File: src/rtl/uart_tx_mmio_pkg.sv
// Shared MMIO map: peripheral base addresses, UART TX register offsets,
// STATUS bit positions and the UART TX FSM state type.
package uart_tx_mmio_pkg;

  localparam logic [15:0] UART_TX_BASE = 16'h8100;
  localparam logic [15:0] UART_RX_BASE = 16'h8104;
  localparam logic [15:0] TIMER_BASE   = 16'h8108;

  localparam logic [15:0] OFF_TXDATA = 16'd0;
  localparam logic [15:0] OFF_STATUS = 16'd1;
  localparam logic [15:0] OFF_CTRL   = 16'd2;
  localparam logic [15:0] REG_SPAN   = 16'd4;

  localparam int unsigned ST_FULL     = 0;
  localparam int unsigned ST_EMPTY    = 1;
  localparam int unsigned ST_BUSY     = 2;
  localparam int unsigned ST_OVERFLOW = 3;
  localparam int unsigned ST_PARITY   = 4;

  typedef enum logic [2:0] {
    S_IDLE,
    S_START,
    S_DATA,
    S_PARITY,
    S_STOP
  } tx_state_t;

endpackage

File: src/rtl/uart_tx_mmio_fifo.sv
// Synchronous FIFO with the head entry readable combinationally; push while
// full is accepted when a pop happens on the same edge.
module sync_fifo #(
  parameter int unsigned WIDTH = 8,
  parameter int unsigned DEPTH = 16
) (
  input  logic                     i_clk,
  input  logic                     i_rst_n,
  input  logic                     push,
  input  logic [WIDTH-1:0]         push_data,
  input  logic                     pop,
  output logic [WIDTH-1:0]         head,
  output logic                     full,
  output logic                     empty,
  output logic [$clog2(DEPTH):0]   count
);

  localparam int unsigned AW = $clog2(DEPTH);
  localparam logic [AW-1:0] PTR_ONE  = AW'(1);
  localparam logic [AW:0]   CNT_ONE  = (AW+1)'(1);
  localparam logic [AW:0]   CNT_FULL = (AW+1)'(DEPTH);

  logic [WIDTH-1:0] mem [DEPTH];
  logic [AW-1:0]    wr_ptr;
  logic [AW-1:0]    rd_ptr;
  logic             do_push;
  logic             do_pop;

  assign empty   = (count == '0);
  assign full    = (count == CNT_FULL);
  assign head    = mem[rd_ptr];
  assign do_pop  = pop && !empty;
  assign do_push = push && (!full || do_pop);

  always_ff @(posedge i_clk or negedge i_rst_n) begin
    if (!i_rst_n) begin
      wr_ptr <= '0;
      rd_ptr <= '0;
      count  <= '0;
    end else begin
      if (do_push) wr_ptr <= wr_ptr + PTR_ONE;
      if (do_pop)  rd_ptr <= rd_ptr + PTR_ONE;
      case ({do_push, do_pop})
        2'b10:   count <= count + CNT_ONE;
        2'b01:   count <= count - CNT_ONE;
        default: count <= count;
      endcase
    end
  end

  // Storage is not reset; pointer reset alone discards the contents.
  always_ff @(posedge i_clk) begin
    if (do_push) mem[wr_ptr] <= push_data;
  end

endmodule

File: src/rtl/uart_tx_mmio.sv
// Memory-mapped UART transmitter: TXDATA/STATUS/CTRL registers, TX FIFO and
// bit-timing FSM. Define UART_TX_PARITY_EN to append an even-parity bit.
module uart_tx_mmio
  import uart_tx_mmio_pkg::*;
#(
  parameter logic [15:0] BASE_ADDR    = UART_TX_BASE,
  parameter int unsigned FIFO_DEPTH   = 16,
  parameter int unsigned CLKS_PER_BIT = 104
) (
  input  logic        i_clk,
  input  logic        i_rst_n,
  input  logic [15:0] i_read_addr,
  output logic [15:0] o_read_data,
  output logic        o_read_sel,
  input  logic [15:0] i_write_addr,
  input  logic [15:0] i_write_data,
  input  logic        i_write_strobe,
  output logic        o_tx,
  output logic        o_busy
);

  localparam int unsigned CNT_W = $clog2(FIFO_DEPTH) + 1;
  localparam int unsigned CLK_W = $clog2(CLKS_PER_BIT);
  localparam logic [CLK_W-1:0] CLK_MAX = CLK_W'(CLKS_PER_BIT - 1);
  localparam logic [CLK_W-1:0] CLK_ONE = CLK_W'(1);
`ifdef UART_TX_PARITY_EN
  localparam logic PARITY_PRESENT = 1'b1;
`else
  localparam logic PARITY_PRESENT = 1'b0;
`endif

  tx_state_t        state_q, state_d;
  logic [CLK_W-1:0] clk_q, clk_d;
  logic [2:0]       bit_q, bit_d;
  logic [7:0]       shift_q, shift_d;
  logic             tx_q, tx_d;
`ifdef UART_TX_PARITY_EN
  logic             par_q, par_d;
`endif
  logic             pop;
  logic             push;
  logic             overflow_q;
  logic             fifo_full;
  logic             fifo_empty;
  logic [CNT_W-1:0] fifo_count;
  logic [7:0]       fifo_head;
  logic [15:0]      wr_off;
  logic [15:0]      rd_off;
  logic             wr_txdata;
  logic             wr_ctrl;
  logic             rd_hit;
  logic [15:0]      status_word;
  logic [15:0]      rd_word;
  logic             unused_wdata_hi;

  assign unused_wdata_hi = ^i_write_data[15:8];

  sync_fifo #(
    .WIDTH (8),
    .DEPTH (FIFO_DEPTH)
  ) u_fifo (
    .i_clk     (i_clk),
    .i_rst_n   (i_rst_n),
    .push      (push),
    .push_data (i_write_data[7:0]),
    .pop       (pop),
    .head      (fifo_head),
    .full      (fifo_full),
    .empty     (fifo_empty),
    .count     (fifo_count)
  );

  // Offsets are computed by subtraction so an unaligned BASE_ADDR still decodes 4 words.
  assign wr_off    = i_write_addr - BASE_ADDR;
  assign rd_off    = i_read_addr - BASE_ADDR;
  assign wr_txdata = i_write_strobe && (wr_off == OFF_TXDATA);
  assign wr_ctrl   = i_write_strobe && (wr_off == OFF_CTRL);
  assign rd_hit    = (rd_off < REG_SPAN);
  assign push      = wr_txdata && (!fifo_full || pop);

  assign o_tx   = tx_q;
  assign o_busy = (state_q != S_IDLE) || !fifo_empty;

  always_comb begin
    status_word              = '0;
    status_word[15:8]        = 8'(fifo_count);
    status_word[ST_PARITY]   = PARITY_PRESENT;
    status_word[ST_OVERFLOW] = overflow_q;
    status_word[ST_BUSY]     = o_busy;
    status_word[ST_EMPTY]    = fifo_empty;
    status_word[ST_FULL]     = fifo_full;
  end

  always_comb begin
    rd_word = '0;
    case (rd_off)
      OFF_STATUS: rd_word = status_word;
      OFF_CTRL:   rd_word = {15'b0, overflow_q};
      default:    rd_word = '0;
    endcase
  end

  always_ff @(posedge i_clk or negedge i_rst_n) begin
    if (!i_rst_n) begin
      o_read_data <= '0;
      o_read_sel  <= 1'b0;
      overflow_q  <= 1'b0;
    end else begin
      o_read_data <= rd_word;
      o_read_sel  <= rd_hit;
      if (wr_txdata && !push) overflow_q <= 1'b1;
      else if (wr_ctrl)       overflow_q <= 1'b0;
    end
  end

  always_ff @(posedge i_clk or negedge i_rst_n) begin
    if (!i_rst_n) begin
      state_q <= S_IDLE;
      clk_q   <= '0;
      bit_q   <= '0;
      shift_q <= '0;
      tx_q    <= 1'b1;
`ifdef UART_TX_PARITY_EN
      par_q   <= 1'b0;
`endif
    end else begin
      state_q <= state_d;
      clk_q   <= clk_d;
      bit_q   <= bit_d;
      shift_q <= shift_d;
      tx_q    <= tx_d;
`ifdef UART_TX_PARITY_EN
      par_q   <= par_d;
`endif
    end
  end

  // tx_d is the line level for the next bit period; it is loaded at each bit boundary.
  always_comb begin
    state_d = state_q;
    clk_d   = clk_q;
    bit_d   = bit_q;
    shift_d = shift_q;
    tx_d    = tx_q;
    pop     = 1'b0;
`ifdef UART_TX_PARITY_EN
    par_d   = par_q;
`endif
    unique case (state_q)
      S_IDLE: begin
        tx_d = 1'b1;
        if (!fifo_empty) begin
          pop     = 1'b1;
          shift_d = fifo_head;
          tx_d    = 1'b0;
          clk_d   = CLK_MAX;
          bit_d   = '0;
          state_d = S_START;
`ifdef UART_TX_PARITY_EN
          par_d   = ^fifo_head;
`endif
        end
      end
      S_START: begin
        if (clk_q != '0) begin
          clk_d = clk_q - CLK_ONE;
        end else begin
          clk_d   = CLK_MAX;
          tx_d    = shift_q[0];
          shift_d = {1'b0, shift_q[7:1]};
          state_d = S_DATA;
        end
      end
      S_DATA: begin
        if (clk_q != '0) begin
          clk_d = clk_q - CLK_ONE;
        end else begin
          clk_d = CLK_MAX;
          if (bit_q == 3'd7) begin
`ifdef UART_TX_PARITY_EN
            tx_d    = par_q;
            state_d = S_PARITY;
`else
            tx_d    = 1'b1;
            state_d = S_STOP;
`endif
          end else begin
            bit_d   = bit_q + 3'd1;
            tx_d    = shift_q[0];
            shift_d = {1'b0, shift_q[7:1]};
          end
        end
      end
      S_PARITY: begin
        if (clk_q != '0) begin
          clk_d = clk_q - CLK_ONE;
        end else begin
          clk_d   = CLK_MAX;
          tx_d    = 1'b1;
          state_d = S_STOP;
        end
      end
      S_STOP: begin
        tx_d = 1'b1;
        if (clk_q != '0) clk_d = clk_q - CLK_ONE;
        else             state_d = S_IDLE;
      end
      default: state_d = S_IDLE;
    endcase
  end

endmodule

File: config.mk
export PLATFORM = sky130hd
export DESIGN_NAME = uart_tx_mmio
export DESIGN_NICKNAME = d
export VERILOG_FILES = /design/src/rtl/uart_tx_mmio_pkg.sv /design/src/rtl/uart_tx_mmio_fifo.sv /design/src/rtl/uart_tx_mmio.sv
export SDC_FILE = /design/constraint.sdc
export NUM_CORES = 1
export LEC_CHECK = 0
export CORE_ASPECT_RATIO = 1.75
export CORE_UTILIZATION = 50
export CTS_CLUSTER_DIAMETER = 80
export CTS_CLUSTER_SIZE = 8
export DETAILED_ROUTE_END_ITERATION = 10
export GPL_ROUTABILITY_DRIVEN = 0
export PLACE_DENSITY_LB_ADDON = 0.05
export SKIP_CTS_REPAIR_TIMING = 1
export SYNTH_ARGS = -nofsm -noshare
export SYNTH_HDL_FRONTEND = slang
export SYNTH_SLANG_ARGS = --single-unit
File: constraint.sdc
create_clock -name i_clk -period 3 [get_ports i_clk]
set_input_delay 0.6 -clock i_clk [delete_from_list [all_inputs] [get_ports i_clk]]
set_output_delay 0.6 -clock i_clk [all_outputs]
set_load 0.01 [all_outputs]
# Word level (Yosys, flattened, before mapping)
# Memories as Yosys holds them, arrays and structs flattened.
# Cells that the tools add are included.
[totals] register_bits=53 latch_bits=0 mem_bits_rw=128 mem_bits_ro=0 inputBits=51 output_inout_bits=19 elab_cells=103 mem_count=1
[classes] add_sub_neg=8 mul=0 n_div=0 order_cmp=1 n_eq_ne=19 shifts=0 n_mux=34 bitwise=0 n_reduce_logical=29
[mem_list] memory="u_fifo.mem" words=16 width=8 rd=1 rd_clocked_by_memory_dff=0 wr=1 line_no="uart_tx_mmio_fifo.sv:23" rtl="logic [WIDTH-1:0] mem [DEPTH];"
[ops] op="16-bit by 2-bit equality test with 1-bit output (second input constant)" n=2
[ops] op="8-bit two-way mux" n=4
[ops] op="16-bit subtractor (second input constant)" n=2
[ops] op="3-bit two-way mux" n=9
[ops] op="13-bit case mux with 2 select lines" n=1
[ops] op="8-bit case mux with 3 select lines" n=1
[ops] op="7-bit two-way mux" n=3
[ops] op="7-bit case mux with 3 select lines" n=1
[ops] op="16-bit by 1-bit equality test with 1-bit output (second input constant)" n=1
[ops] op="16-bit logical NOT" n=1
[ops] op="16-bit by 3-bit less-than comparator with 1-bit output (second input constant)" n=1
[ops] op="2-bit inequality test (second input constant)" n=8
[ops] op="3-bit case mux with 5 select lines" n=1
[ops] op="1-bit two-way mux" n=11
[ops] op="5-bit case mux with 2 select lines" n=1
[ops] op="3-bit nonzero test" n=3
[ops] op="4-bit by 1-bit adder with 4-bit output (second input constant)" n=2
[ops] op="4-bit AND reduction" n=2
[ops] op="7-bit nonzero test" n=1
[ops] op="7-bit by 1-bit subtractor with 7-bit output (second input constant)" n=1
[ops] op="3-bit by 2-bit equality test with 1-bit output (second input constant)" n=2
[ops] op="3-bit equality test (second input constant)" n=2
[ops] op="1-bit logical AND" n=6
[ops] op="3-bit case mux with 2 select lines" n=1
[ops] op="other kinds (18)" n=24

# Longest topological paths before layout
# Gate-level depths: netlist of the first run.
[logic_depth] ltp_word=8 depth_mapped=15 ltp_nobuf=12

# Modules after synthesis
# A second synthesis of the first run with hierarchy kept.
[unflattened] cells_unflattened=482 area_unflattened_um2=7606.0
[by_module_without_submodules] mod="sync_fifo" instances=1 cells_each=301 area_each_um2=5774.3 seq_area_each_um2=4169.0
[by_module_without_submodules] mod="uart_tx_mmio" instances=1 cells_each=181 area_each_um2=1831.8 seq_area_each_um2=827.0

# Least setup slack after synthesis of the first run
# No wires, ideal clock.
[synth_timing] path_kind="in2reg" start="in i_write_addr[5]" end="reg u_fifo.count[4]" setup_ns=0.128 arrival_time_ns=2.826 t_required_ns=2.872 path_slack_ns=0.046 path_stages=13 path_buffers=1 cell_sequence="nor4b_1 > nand4_1 > nor3b_4 > inv_2 > ha_1 > clkbuf_1 > xor2_1 > ha_1 > a21oi_1 > nor2_1 > o21ai_0 > a21oi_1 > xor2_1"
[synth_between] elab_chain_cells=7 word_cells_on_any_way=9 cone_classes="add/sub (1); eq/ne (2); mux (1); reduce/logical (5)"
[synth_rtl] item="start, declared" line_no="uart_tx_mmio.sv:15" rtl="input logic [15:0] i_write_addr,"
[synth_rtl] item="16-bit subtractor *" line_no="uart_tx_mmio.sv:74" rtl="assign wr_off = i_write_addr - BASE_ADDR;"
[synth_rtl] item="16-bit logical NOT *" line_no="uart_tx_mmio.sv:76" rtl="assign wr_txdata = i_write_strobe && (wr_off == OFF_TXDATA);"
[synth_rtl] item="1-bit logical AND *" line_no="uart_tx_mmio.sv:76"
[synth_rtl] item="1-bit logical AND *" line_no="uart_tx_mmio.sv:79" rtl="assign push = wr_txdata && (!fifo_full || pop);"
[synth_rtl] item="1-bit logical AND *" line_no="uart_tx_mmio_fifo.sv:33" rtl="assign do_push = push && (!full || do_pop);"
[synth_rtl] item="2-bit by 1-bit equality test with 1-bit output / 2-bit equality test (equally long branches)" line_no="uart_tx_mmio_fifo.sv:43" rtl="case ({do_push, do_pop})"
[synth_rtl] item="5-bit case mux with 2 select lines / 2-bit nonzero test (equally long branches)"
[synth_rtl] item="end signal, assigned" line_no="uart_tx_mmio_fifo.sv:44" rtl="2'b10: count <= count + CNT_ONE;"
[synth_rtl] item="end signal, assigned" line_no="uart_tx_mmio_fifo.sv:45" rtl="2'b01: count <= count - CNT_ONE;"
[synth_rtl] item="end signal, assigned" line_no="uart_tx_mmio_fifo.sv:46" rtl="default: count <= count;"
[synth_rtl] item="end, declared" line_no="uart_tx_mmio_fifo.sv:15" rtl="output logic [$clog2(DEPTH):0] count"
# Every way passes the cells marked *; elsewhere a longest branch is shown, timed or not.
# A chain may end at the register's enable or synchronous reset.

# Worst setup path after layout of the first run
[layout_timing] start="reg u_fifo.count[1]" end="out o_busy"
[layout_between] elab_chain_cells=3
[layout_rtl] item="5-bit logical NOT" line_no="uart_tx_mmio_fifo.sv:29" rtl="assign empty = (count == '0);"
[layout_rtl] item="1-bit logical NOT" line_no="uart_tx_mmio.sv:82" rtl="assign o_busy = (state_q != S_IDLE) || !fifo_empty;"
[layout_rtl] item="1-bit logical OR" line_no="uart_tx_mmio.sv:82"
[layout_rtl] item="end, declared" line_no="uart_tx_mmio.sv:19" rtl="output logic o_busy"
# Every way passes these cells.

==> results of run 1 <==
-- power groups by stage --
stage | clock (mW) | sequential, mW | combinational, mW
global placement | 0 | 2.64 | 0.0986
detailed placement | 0 | 2.64 | 0.102
global route | 2.38 | 2.58 | 0.112
CTS | 2.28 | 2.58 | 0.102
floorplan | 0 | 2.64 | 0.0145
finish | 2.24 | 2.58 | 0.102
-- placed cells by master, fill, tap and decap left out, drive strengths merged, types with 7 or more instances in the layout --
cell type,n
nand2,16
xnor2,8
nor2b,7
conb,7
o21ai,16
ha,11
nor4,10
buf,35
nor2,31
a21oi,11
nor3,9
a22oi,29
dfrtp,45
a32oi,7
nand3,11
clkdlybuf4s50,53
and2,19
mux2i,59
clkbuf,17
inv,20
edfxtp,128
a31oi,9
-- cells by family after synthesis --
family / Yosys count / synth area share
adder cells (fa/ha/maj): 11 / 0.01813
multiplexers: 67 / 0.09609
other: 1 / 0.0004940
XOR/XNOR: 13 / 0.01500
flip-flops: 174 / 0.6582
AO/OA/AOI/OAI: 89 / 0.08159
buffers and inverters: 50 / 0.03082
AND/OR/NAND/NOR: 131 / 0.09972
-- final timing paths --
check,end,start,slack [ns],cells after the start
setup / recovery,o_busy,u_fifo.count[1]$_DFFE_PN0P_,0.14,4
hold / removal,u_fifo.wr_ptr[0]$_DFFE_PN0P_,i_rst_n,0.03,1
setup reg to reg,u_fifo.count[4]$_DFFE_PN0P_,u_fifo.count[1]$_DFFE_PN0P_,0.38,10
hold reg to reg,o_read_data[3]$_DFF_PN0_,overflow_q$_DFFE_PN0P_,0.52,1
max in group asynchronous,o_tx$_DFFE_PN1P_,i_rst_n,2.19,2
min in group i_clk,o_read_data[3]$_DFF_PN0_,overflow_q$_DFFE_PN0P_,0.52,1
-- through the flow --
stage	util	hold WS (ns)	cell area [µm²]
after global placement	0.5762	0.4665	8549
after global routing	0.6194	0.02264	9190
after CTS	0.6180	0.01814	9170
final	0.6194	0.02795	9190
after detailed placement	0.5762	0.4733	8549
after floorplan	-	0.3044	7614
-- critical path, stage by stage (launching register included) --
cell                              delay, ns
sky130_fd_sc_hd__dfrtp_2               0.47
sky130_fd_sc_hd__or4_1                 0.55
sky130_fd_sc_hd__nor2_1                0.17
sky130_fd_sc_hd__nand2_1               0.15
sky130_fd_sc_hd__clkdlybuf4s50_1       0.50
-- registers in the layout (all words and copies together), names as in the netlist, 3 cells and up --
register	flops
shift_q	8
u_fifo.count	5
clk_q	7
o_read_data	9
state_q	3
u_fifo.rd_ptr	4
bit_q	3
u_fifo.wr_ptr	4
u_fifo.mem	128
-- layer usage --
metal  global-route usage  vias to the layer above  part of all wire
li1                     -                     2193                 -
met1               0.2197                     2327              0.37
met2               0.4179                       88              0.60
met3              0.03729                       20             0.020
met4              0.07713                        0             0.016
met5                    0                        -                 0
-- layout make-up --
type / instances / area, µm²
Fill cell: 1155 / 5648
Sequential cell: 174 / 4999
Multi-Input combinational cell: 318 / 2402
Timing Repair Buffer: 88 / 890.9
Clock buffer: 17 / 425.4
Tap cell: 183 / 229.0
Clock inverter: 15 / 195.2
Inverter: 13 / 48.80
==> impl_metrics.csv, run 1 <==
group,metric,value,unit
outcome,status,"completed",
synth,synth-edff-count,128,
clock_network,count_of_h_tree_levels_built_during_cts,4,
timing,final.period_utilization,0.9534,
placement,port_buffers,54,
drt,detail_route.iter0.violations,205,
final_layout,diodes,0,
worst_hold_path,worstHoldPathType,"primary input to asynchronous set/reset pin",
pwr,p_per_area,535.9,nW/µm²
drt,viasPerCell,5.728,
timing,totalNegativeSetupSlack,0,ns
clock_network,worst_skew_pair.late_latency,0.43,ns
timing,fin_skew,0.01271,ns
critical_path,timing.critical_path.arrival,2.26,ns
final_layout,layout-area-overhead-vs-synth,21.06,%
pwr,power_switching_share,0.2194,
global_routing,vias_in_the_first_global_route,4606,
timing,final_report_setup_violation_count,0,
timing,postLayoutSetupSlackWorst,0.1397,ns
clock_network,cts-buffers-inserted,17,
placement,place_ws,-0.2070,ns
timing,relSlewSlack,0.2389,
drt,detail-route-antenna-nets,0,
pwr,max-vdd-ir-drop,0.0003590,V
global_routing,grt.total_usage,0.2142,
critical_path,critical_path.startpoint_type,"flop",
pwr,p_leak,3.189,nW
synth,synth-async-reset-ratio,0.2644,
synth,postSynthAreaPerCell,14.16,µm²
die,die_x,95.14,µm
global_routing,grt_antenna_before_repair,0,
global_routing,grt_pass1_wl,23890,µm
synth,post-synth-top-area-cell,"sky130_fd_sc_hd__edfxtp_1",
synth,synth_seq_area_share,0.6582,
pwr,seqPwrFrac,0.525,
clock_network,cts.sinks,174,
timing,finalMaxSlewViolations,0,
pwr,power_frac_comb,0.021,
critical_path,cp_data_required_time,2.40,ns
final_layout,final_nets,674,
synth,netlist.area_leader.share,0.5063,
timing,finalHoldViolations,0,
timing,fmaxAchievable,0.3496,GHz
clock_network,cts_tree,"done",
clock_network,clk_path_buf_depth,2,
pwr,p_sw,1.081,mW
die,core_area,14840,µm²
drt,detail_route.first_pass.iterations,4,
die,die-area,15700,µm²
synth,synth.ff_latch_count,174,
synth,post_synth_num_cell_types,64,
placement,post-dp-hpwl,11290,µm
final_layout,final_layout_size_suffix_gt1_frac,0.1504,
placement,placed_cells,776,
die,num_rows,59,
synth,post-synth-top-count-cell,"sky130_fd_sc_hd__edfxtp_1",
global_routing,grt_start_max_net_pins,39,
pwr,internal_power,3.845,mW
drt,vias,4628,
global_routing,grt.overflow.total,0,
final_layout,final_non_filler_cell_total,808,
timing,tightest_slew,1.142,ns
timing,unrepaired_setup_endpoints_after_global_routing,"no",
synth,synth.yosys.warnings,0,
run,maxCapViolCount,0,
die,ioPinCount,70,
synth,ys_top_cells_by_area,"sky130_fd_sc_hd__edfxtp_1 (51%), sky130_fd_sc_hd__dfrtp_1 (15%), sky130_fd_sc_hd__mux2i_1 (7.8%)",
clock_network,clkTransAtPathRegs,0.07,ns
synth,synthTopCellsByCount,"sky130_fd_sc_hd__edfxtp_1 (128), sky130_fd_sc_hd__mux2i_1 (59), sky130_fd_sc_hd__dfrtp_1 (45), sky130_fd_sc_hd__nor2_1 (31), sky130_fd_sc_hd__a22oi_1 (29)",
die,floorplan.initialDensity,0.5116,
clock_network,cts.root.buffer_cell,"sky130_fd_sc_hd__clkbuf_16",
drt,finalWirelength,15640,µm
die,die-height,165,µm
synth,synth_top_flop_cell,"sky130_fd_sc_hd__edfxtp_1",
drt,routed_wire_length_per_instance,19.35,µm
drt,drt_drc_violations_left,0,
pwr,p_clk_frac,0.455,
critical_path,worstSetupEndpointType,"output pin",
pwr,finalPower,4.925,mW
synth,synthCells,536,
critical_path,crit_type,"flop to output pin",
timing,post-route-min-period,2.860,ns
synth,synth_area,7591,µm²
critical_path,critPathMaxFanout,9,
No activity file was read; power rests on OpenSTA's default activity.
==> run 2: changes to the inputs <==
Settings changed: ABC_AREA set to 1.
Clock period 3 ns to 2.6 ns, I/O delays scaled along.
==> impl_metrics.csv, run 2 <==
group,metric,value,unit
outcome,status,"finished, violations left",
outcome,violated_checks,"DRC",
die,ioPinCount,70,
global_routing,grt_start_max_net_pins,70,
critical_path,cp_data_required_time,2.89,ns
synth,synth_seq_area_share,0.6212,
critical_path,worst-path-stages,15,
final_layout,final_layout_size_suffix_gt1_frac,0.1095,
pwr,p_leak,4.194,nW
die,num_rows,61,
clock_network,cts.root.buffer_cell,"sky130_fd_sc_hd__clkbuf_16",
run,maxCapViolCount,0,
drt,finalWirelength,18290,µm
critical_path,path_common_cell,"sky130_fd_sc_hd__nor2_1",
synth,post-synth-top-area-cell,"sky130_fd_sc_hd__edfxtp_1",
global_routing,vias_in_the_first_global_route,6003,
timing,final_report_setup_violation_count,0,
global_routing,grt.overflow.total,0,
synth,synth_area,8043,µm²
global_routing,grt_pass1_wl,29490,µm
clock_network,count_of_h_tree_levels_built_during_cts,4,
final_layout,final_common_cell,"sky130_fd_sc_hd__nand2_1",
timing,unrepaired_setup_endpoints_after_global_routing,"no",
timing,fin_skew,0.01104,ns
clock_network,clk_path_buf_depth,2,
timing,relSlewSlack,0.4944,
drt,routed_wire_length_per_instance,16.06,µm
synth,postSynthAreaPerCell,9.451,µm²
critical_path,crit_type,"primary input to flop",
critical_path,cp_cell_sequence,"clkdlybuf4s50_1 > nor2_1 > nand3b_1 > nor2_2 > nand3_2 > nor2_4 > inv_1 > ha_2 > buf_4 > nor2_1 > nor2_1 > a21boi_0 > nand3_1 > nand3_1 > o21ai_0",
clock_network,worst_skew_pair.late_latency,0.41,ns
timing,totalNegativeSetupSlack,0,ns
die,die-height,169.8,µm
synth,synth-edff-count,128,
critical_path,critPathMaxFanout,5,
final_layout,layout.cells.most_common_list,"sky130_fd_sc_hd__nand2_1 (267), sky130_fd_sc_hd__edfxtp_1 (128), sky130_fd_sc_hd__inv_1 (102)",
timing,tightest_slew,0.7584,ns
critical_path,timing.critical_path.from,"i_write_addr[10]",
final_layout,layout-area-overhead-vs-synth,19.17,%
drt,detail_route.iter0.violations,223,
clock_network,cts.sinks,174,
clock_network,cts_tree,"done",
clock_network,cts-buffers-inserted,17,
drt,vias,5854,
critical_path,timing.critical_path.arrival,2.68,ns
final_layout,top_register,"u_fifo.mem",
final_layout,final_nets,999,
drt,viasPerCell,5.140,
die,floorplan.initialDensity,0.5091,
synth,synth.ff_latch_count,174,
drt,detail-route-antenna-nets,0,
timing,post-route-min-period,2.391,ns
pwr,finalPower,5.513,mW
placement,placed_cells,1107,
pwr,p_per_area,575.2,nW/µm²
synth,synth.yosys.warnings,0,
synth,synthCells,851,
placement,port_buffers,54,
synth,ys_top_cells_by_area,"sky130_fd_sc_hd__edfxtp_1 (48%), sky130_fd_sc_hd__dfrtp_1 (14%), sky130_fd_sc_hd__nand2_1 (12%)",
final_layout,top_regs,"u_fifo.mem (128), o_read_data (9), shift_q (8)",
final_layout,diodes,0,
synth,post-synth-top-count-cell,"sky130_fd_sc_hd__nand2_1",
final_layout,fillers,1343,
synth,post_synth_num_cell_types,38,
critical_path,cpMaxStageDelayCell,"sky130_fd_sc_hd__clkdlybuf4s50_1",
worst_hold_path,worstHoldPathType,"primary input to asynchronous set/reset pin",
critical_path,max_stage_delay,0.39,ns
die,die-area,16620,µm²
synth,synthTopCellsByCount,"sky130_fd_sc_hd__nand2_1 (267), sky130_fd_sc_hd__edfxtp_1 (128), sky130_fd_sc_hd__inv_1 (103), sky130_fd_sc_hd__nand3_1 (102), sky130_fd_sc_hd__nor2_1 (75)",
timing,final.period_utilization,0.9196,
timing,finalMaxSlewViolations,0,
drt,detail_route.first_pass.iterations,10,
critical_path,cp.buffers_inverters,3,
critical_path,worstSetupEndpointType,"flop",
die,die_x,97.88,µm
critical_path,crit-reg2reg-launch,"u_fifo.count[2]$_DFFE_PN0P_",
critical_path,reg2reg_to,"u_fifo.count[3]$_DFFE_PN0P_",
critical_path,cp_top_family,"simple AND/OR/NAND/NOR gates",
final_layout,final_non_filler_cell_total,1139,
clock_network,clkTransAtPathRegs,0.07,ns
global_routing,grt_antenna_before_repair,0,
critical_path,reg2reg_depth,16,
drt,drt_drc_violations_left,3,
placement,post-dp-hpwl,12610,µm
synth,synth-async-reset-ratio,0.2644,
global_routing,grt.total_usage,0.2338,
critical_path,setup.worst_path.end,"u_fifo.count[3]$_DFFE_PN0P_",
timing,finalHoldViolations,0,
final_layout,largest_register_ffs,128,
critical_path,worst-r2r-setup-slack,0.24,ns
die,core_area,15800,µm²
synth,synth_top_flop_cell,"sky130_fd_sc_hd__edfxtp_1",
timing,fmaxAchievable,0.4183,GHz
critical_path,critical_path.startpoint_type,"primary input",
pwr,max-vdd-ir-drop,0.0004286,V
final_layout,final_core_utilization,0.6066,
synth,netlist.area_leader.share,0.4779,
run 2: worst reg2reg max path: stages (launching register included):
cell and delay (ns):
sky130_fd_sc_hd__dfrtp_2 0.45, sky130_fd_sc_hd__nor2_2 0.14, sky130_fd_sc_hd__nand3_1 0.10, sky130_fd_sc_hd__nor2_2 0.13, sky130_fd_sc_hd__nand2_1 0.11, sky130_fd_sc_hd__inv_1 0.10
sky130_fd_sc_hd__nor2_4 0.04, sky130_fd_sc_hd__inv_1 0.07, sky130_fd_sc_hd__ha_2 0.20, sky130_fd_sc_hd__buf_4 0.15, sky130_fd_sc_hd__nand2_1 0.05, sky130_fd_sc_hd__inv_1 0.06
sky130_fd_sc_hd__nor2_1 0.05, sky130_fd_sc_hd__a21boi_0 0.25, sky130_fd_sc_hd__nand3_1 0.13, sky130_fd_sc_hd__nand3_1 0.10, sky130_fd_sc_hd__o21ai_0 0.09
run 2: worst min path at each step:
stage | slack (ns) | startpoint | cells past startpoint | end
floorplan | 0.22 | i_rst_n | 0 | bit_q[0]$_DFFE_PN0P_
global placement | 0.46 | shift_q[2]$_DFFE_PN0P_ | 2 | shift_q[2]$_DFFE_PN0P_
detailed placement | 0.47 | shift_q[7]$_DFFE_PN0P_ | 2 | shift_q[7]$_DFFE_PN0P_
CTS | 0.21 | i_rst_n | 2 | clk_q[6]$_DFFE_PN0P_
global route | 0.26 | i_rst_n | 2 | clk_q[6]$_DFFE_PN0P_
finish | 0.19 | i_rst_n | 2 | clk_q[6]$_DFFE_PN0P_
run 2: report_power, final:
part           internal (mW)  switching, mW
Combinational         0.0630         0.0678
Clock                   1.34           1.06
Sequential              2.98       0.000108
run 2: cell families after synthesis:
group / after synthesis / synth area share
AOI/OAI and AO/OA: 36 / 0.02458
xor gates and xnor gates: 13 / 0.01416
adders and majority gates: 11 / 0.01711
buffers and inverters: 145 / 0.07436
DFF: 174 / 0.6212
other: 1 / 0.0004663
and+or+nand+nor: 471 / 0.2481
run 2: layer usage:
metal  GRT usage  up-vias  share of wire
met5           0        -              0
met4     0.08300        0          0.022
met3     0.03336       25          0.029
met2      0.4581      115           0.57
met1      0.2503     2809           0.38
li1            -     2905              -
run 2: final cells by class:
cell class,count,area [µm²],area share
flip-flops and latches,174,4999,0.5215
multi-input cells,538,2506,0.2615
repair buffers,96,865.8,0.09034
clock buffers,18,429.2,0.04478
inverters,110,415.4,0.04334
well taps,189,236.5,0.02467
clock inverters,14,132.6,0.01384
run 2: stage by stage:
stage | setup WS, ns | area (µm²) | hold slack, ns
floorplan | 0.1305 | 8065 | 0.2244
global placement | -0.2456 | 8984 | 0.4639
detailed placement | -0.3033 | 8984 | 0.4680
CTS | -0.005752 | 9545 | 0.2081
global route | 0.01501 | 9584 | 0.2585
finish | 0.2092 | 9584 | 0.1920
==> run 3: changes to the inputs <==
--- a/constraint.sdc
+++ b/constraint.sdc
@@ -3,2 +3,2 @@
 set_output_delay 0.52 -clock i_clk [all_outputs]
-set_load 0.01 [all_outputs]
+set_load 0.02 [all_outputs]
==> impl_metrics.csv, run 3 (synthesis results as in run 2) <==
group,metric,value,unit
die,core_area,15800,µm²
critical_path,cp_data_required_time,2.90,ns
placement,post-dp-hpwl,12620,µm
clock_network,clkTransAtPathRegs,0.07,ns
timing,relSlewSlack,0.5024,
global_routing,grt.overflow.total,0,
run,maxCapViolCount,0,
critical_path,cp.buffers_inverters,2,
final_layout,layout-area-overhead-vs-synth,19.31,%
worst_hold_path,worstHoldPathType,"primary input to asynchronous set/reset pin",
die,floorplan.initialDensity,0.5091,
final_layout,final_core_utilization,0.6073,
die,die-area,16620,µm²
drt,vias,5831,
global_routing,vias_in_the_first_global_route,5987,
global_routing,grt.total_usage,0.2342,
timing,final_report_setup_violation_count,0,
global_routing,grt_antenna_before_repair,0,
final_layout,final_non_filler_cell_total,1141,
critical_path,cpMaxStageDelayCell,"sky130_fd_sc_hd__clkdlybuf4s50_1",
clock_network,count_of_h_tree_levels_built_during_cts,4,
drt,detail_route.first_pass.iterations,7,
timing,timing.hold.ws,0.1804,ns
drt,finalWirelength,18290,µm
drt,detail_route.iter0.violations,201,
timing,tightest_slew,0.7464,ns
clock_network,clk_path_buf_depth,2,
die,ioPinCount,70,
clock_network,cts.root.buffer_cell,"sky130_fd_sc_hd__clkbuf_16",
final_layout,final_common_cell,"sky130_fd_sc_hd__nand2_1",
drt,viasPerCell,5.110,
critical_path,cp_top_family,"simple AND/OR/NAND/NOR gates",
critical_path,worstSetupEndpointType,"flop",
placement,placed_cells,1106,
final_layout,diodes,0,
final_layout,final_nets,1001,
critical_path,timing.critical_path.arrival,2.69,ns
drt,detail-route-antenna-nets,0,
outcome,violated_checks,"DRC",
timing,post-route-min-period,2.382,ns
outcome,status,"finished, violations left",
global_routing,grt_pass1_wl,29140,µm
timing,final.period_utilization,0.9162,
final_layout,final_design_instance_area_without_fill,9595,µm²
critical_path,cp_cell_sequence,"clkdlybuf4s50_1 > nor2_2 > nand3b_1 > nor2_2 > nand3_2 > nor2_4 > inv_1 > ha_1 > xor2_1 > ha_1 > nor2_1 > nor2_1 > nand2_1 > nand2_1 > nand2_1 > nand2_1 > nand2_1 > o21ai_0",
clock_network,cts-buffers-inserted,17,
final_layout,top_regs,"u_fifo.mem (128), o_read_data (9), shift_q (8)",
timing,unrepaired_setup_endpoints_after_global_routing,"no",
clock_network,cts_tree,"done",
final_layout,top_register,"u_fifo.mem",
timing,fin_skew,0.01304,ns
critical_path,max_stage_delay,0.41,ns
die,die-height,169.8,µm
die,die_x,97.88,µm
clock_network,worst_skew_pair.late_latency,0.43,ns
pwr,p_leak,4.196,nW
global_routing,grt_start_max_net_pins,70,
placement,port_buffers,54,
critical_path,crit_type,"primary input to flop",
final_layout,final_layout_size_suffix_gt1_frac,0.1092,
timing,finalHoldViolations,0,
drt,routed_wire_length_per_instance,16.03,µm
die,num_rows,61,
final_layout,layout.cells.most_common_list,"sky130_fd_sc_hd__nand2_1 (267), sky130_fd_sc_hd__edfxtp_1 (128), sky130_fd_sc_hd__inv_1 (103)",
final_layout,largest_register_ffs,128,
timing,fmaxAchievable,0.4198,GHz
critical_path,path_common_cell,"sky130_fd_sc_hd__nand2_1",
pwr,p_per_area,576.8,nW/µm²
timing,finalMaxSlewViolations,0,
drt,drt_drc_violations_left,3,
critical_path,critical_path.startpoint_type,"primary input",
clock_network,cts.sinks,174,
placement,placed_area,8976,µm²
critical_path,critPathMaxFanout,2,
pwr,max-vdd-ir-drop,0.0004342,V
-- run 3: cell types whose count changed in the layout (fill, tap and decap cells not counted), sizes merged --
cell | previous run | this run
clkinvlp | 1 | 4
clkbuf | 18 | 19
clkinv | 10 | 7
buf | 43 | 45
inv | 112 | 111
-- run 3: worst paths after layout --
check / from / to / slack [ns] / depth (start not counted)
hold reg to reg: shift_q[6]$_DFFE_PN0P_ / shift_q[6]$_DFFE_PN0P_ / 0.48 / 2
setup reg to reg: state_q[1]$_DFFE_PN0P_ / u_fifo.count[4]$_DFFE_PN0P_ / 0.25 / 17
min in group i_clk: shift_q[6]$_DFFE_PN0P_ / shift_q[6]$_DFFE_PN0P_ / 0.48 / 2
max in group asynchronous: i_rst_n / u_fifo.count[2]$_DFFE_PN0P_ / 1.96 / 2
hold / removal: i_rst_n / clk_q[5]$_DFFE_PN0P_ / 0.18 / 2
setup / recovery: i_write_addr[10] / u_fifo.count[4]$_DFFE_PN0P_ / 0.22 / 18
-- run 3: worst register-to-register path, stage by stage, from the launching register on --
cell and delay (ns):
sky130_fd_sc_hd__dfrtp_1 0.44, sky130_fd_sc_hd__nor2_4 0.17, sky130_fd_sc_hd__nand2_2 0.12, sky130_fd_sc_hd__nand2_1 0.14
sky130_fd_sc_hd__inv_1 0.08, sky130_fd_sc_hd__nor2_4 0.10, sky130_fd_sc_hd__inv_1 0.06, sky130_fd_sc_hd__ha_1 0.21
sky130_fd_sc_hd__xor2_1 0.17, sky130_fd_sc_hd__ha_1 0.19, sky130_fd_sc_hd__nor2_1 0.12, sky130_fd_sc_hd__nor2_1 0.07
sky130_fd_sc_hd__nand2_1 0.10, sky130_fd_sc_hd__nand2_1 0.06, sky130_fd_sc_hd__nand2_1 0.06, sky130_fd_sc_hd__nand2_1 0.04
sky130_fd_sc_hd__nand2_1 0.04, sky130_fd_sc_hd__o21ai_0 0.08
-- run 3: report_power, final --
part | internal [mW] | total [mW] | leakage (nW) | switching [mW]
sequential | 2.98 | 2.98 | 1.70 | 0.000110
clock | 1.34 | 2.42 | 0.261 | 1.08
combinational | 0.0632 | 0.135 | 2.23 | 0.0718
total | 4.38 | 5.53 | 4.20 | 1.15
-- run 3: area by class of cell --
| cell class | instances | area, µm² |
|---|---|---|
| flip-flops and latches | 174 | 4999 |
| clock buffers | 19 | 432.9 |
| well taps | 189 | 236.5 |
| repair buffers | 98 | 880.8 |
| inverters | 110 | 415.4 |
| clock inverters | 13 | 130.1 |
| multi-input cells | 538 | 2501 |
| fillers | 1339 | 6203 |
-- run 3: metal layers --
layer | track usage | up-vias | routed length [µm]
li1 | - | 2910 | -
met4 | 0.1186 | 0 | 501
met2 | 0.4611 | 125 | 10370
met5 | 0 | - | 0
met1 | 0.2374 | 2764 | 6886
met3 | 0.02801 | 32 | 537
-- run 3: through the flow --
stage | setup WS [ns] | setup TNS, ns | total power [mW]
floorplan | 0.1305 | 0 | 3.069
CTS | -0.08379 | -0.08379 | 5.583
global route | 0.0006248 | 0 | 5.696
global placement | -0.2487 | -0.4798 | 3.174
finish | 0.2179 | 0 | 5.535
detailed placement | -0.3505 | -1.062 | 3.179
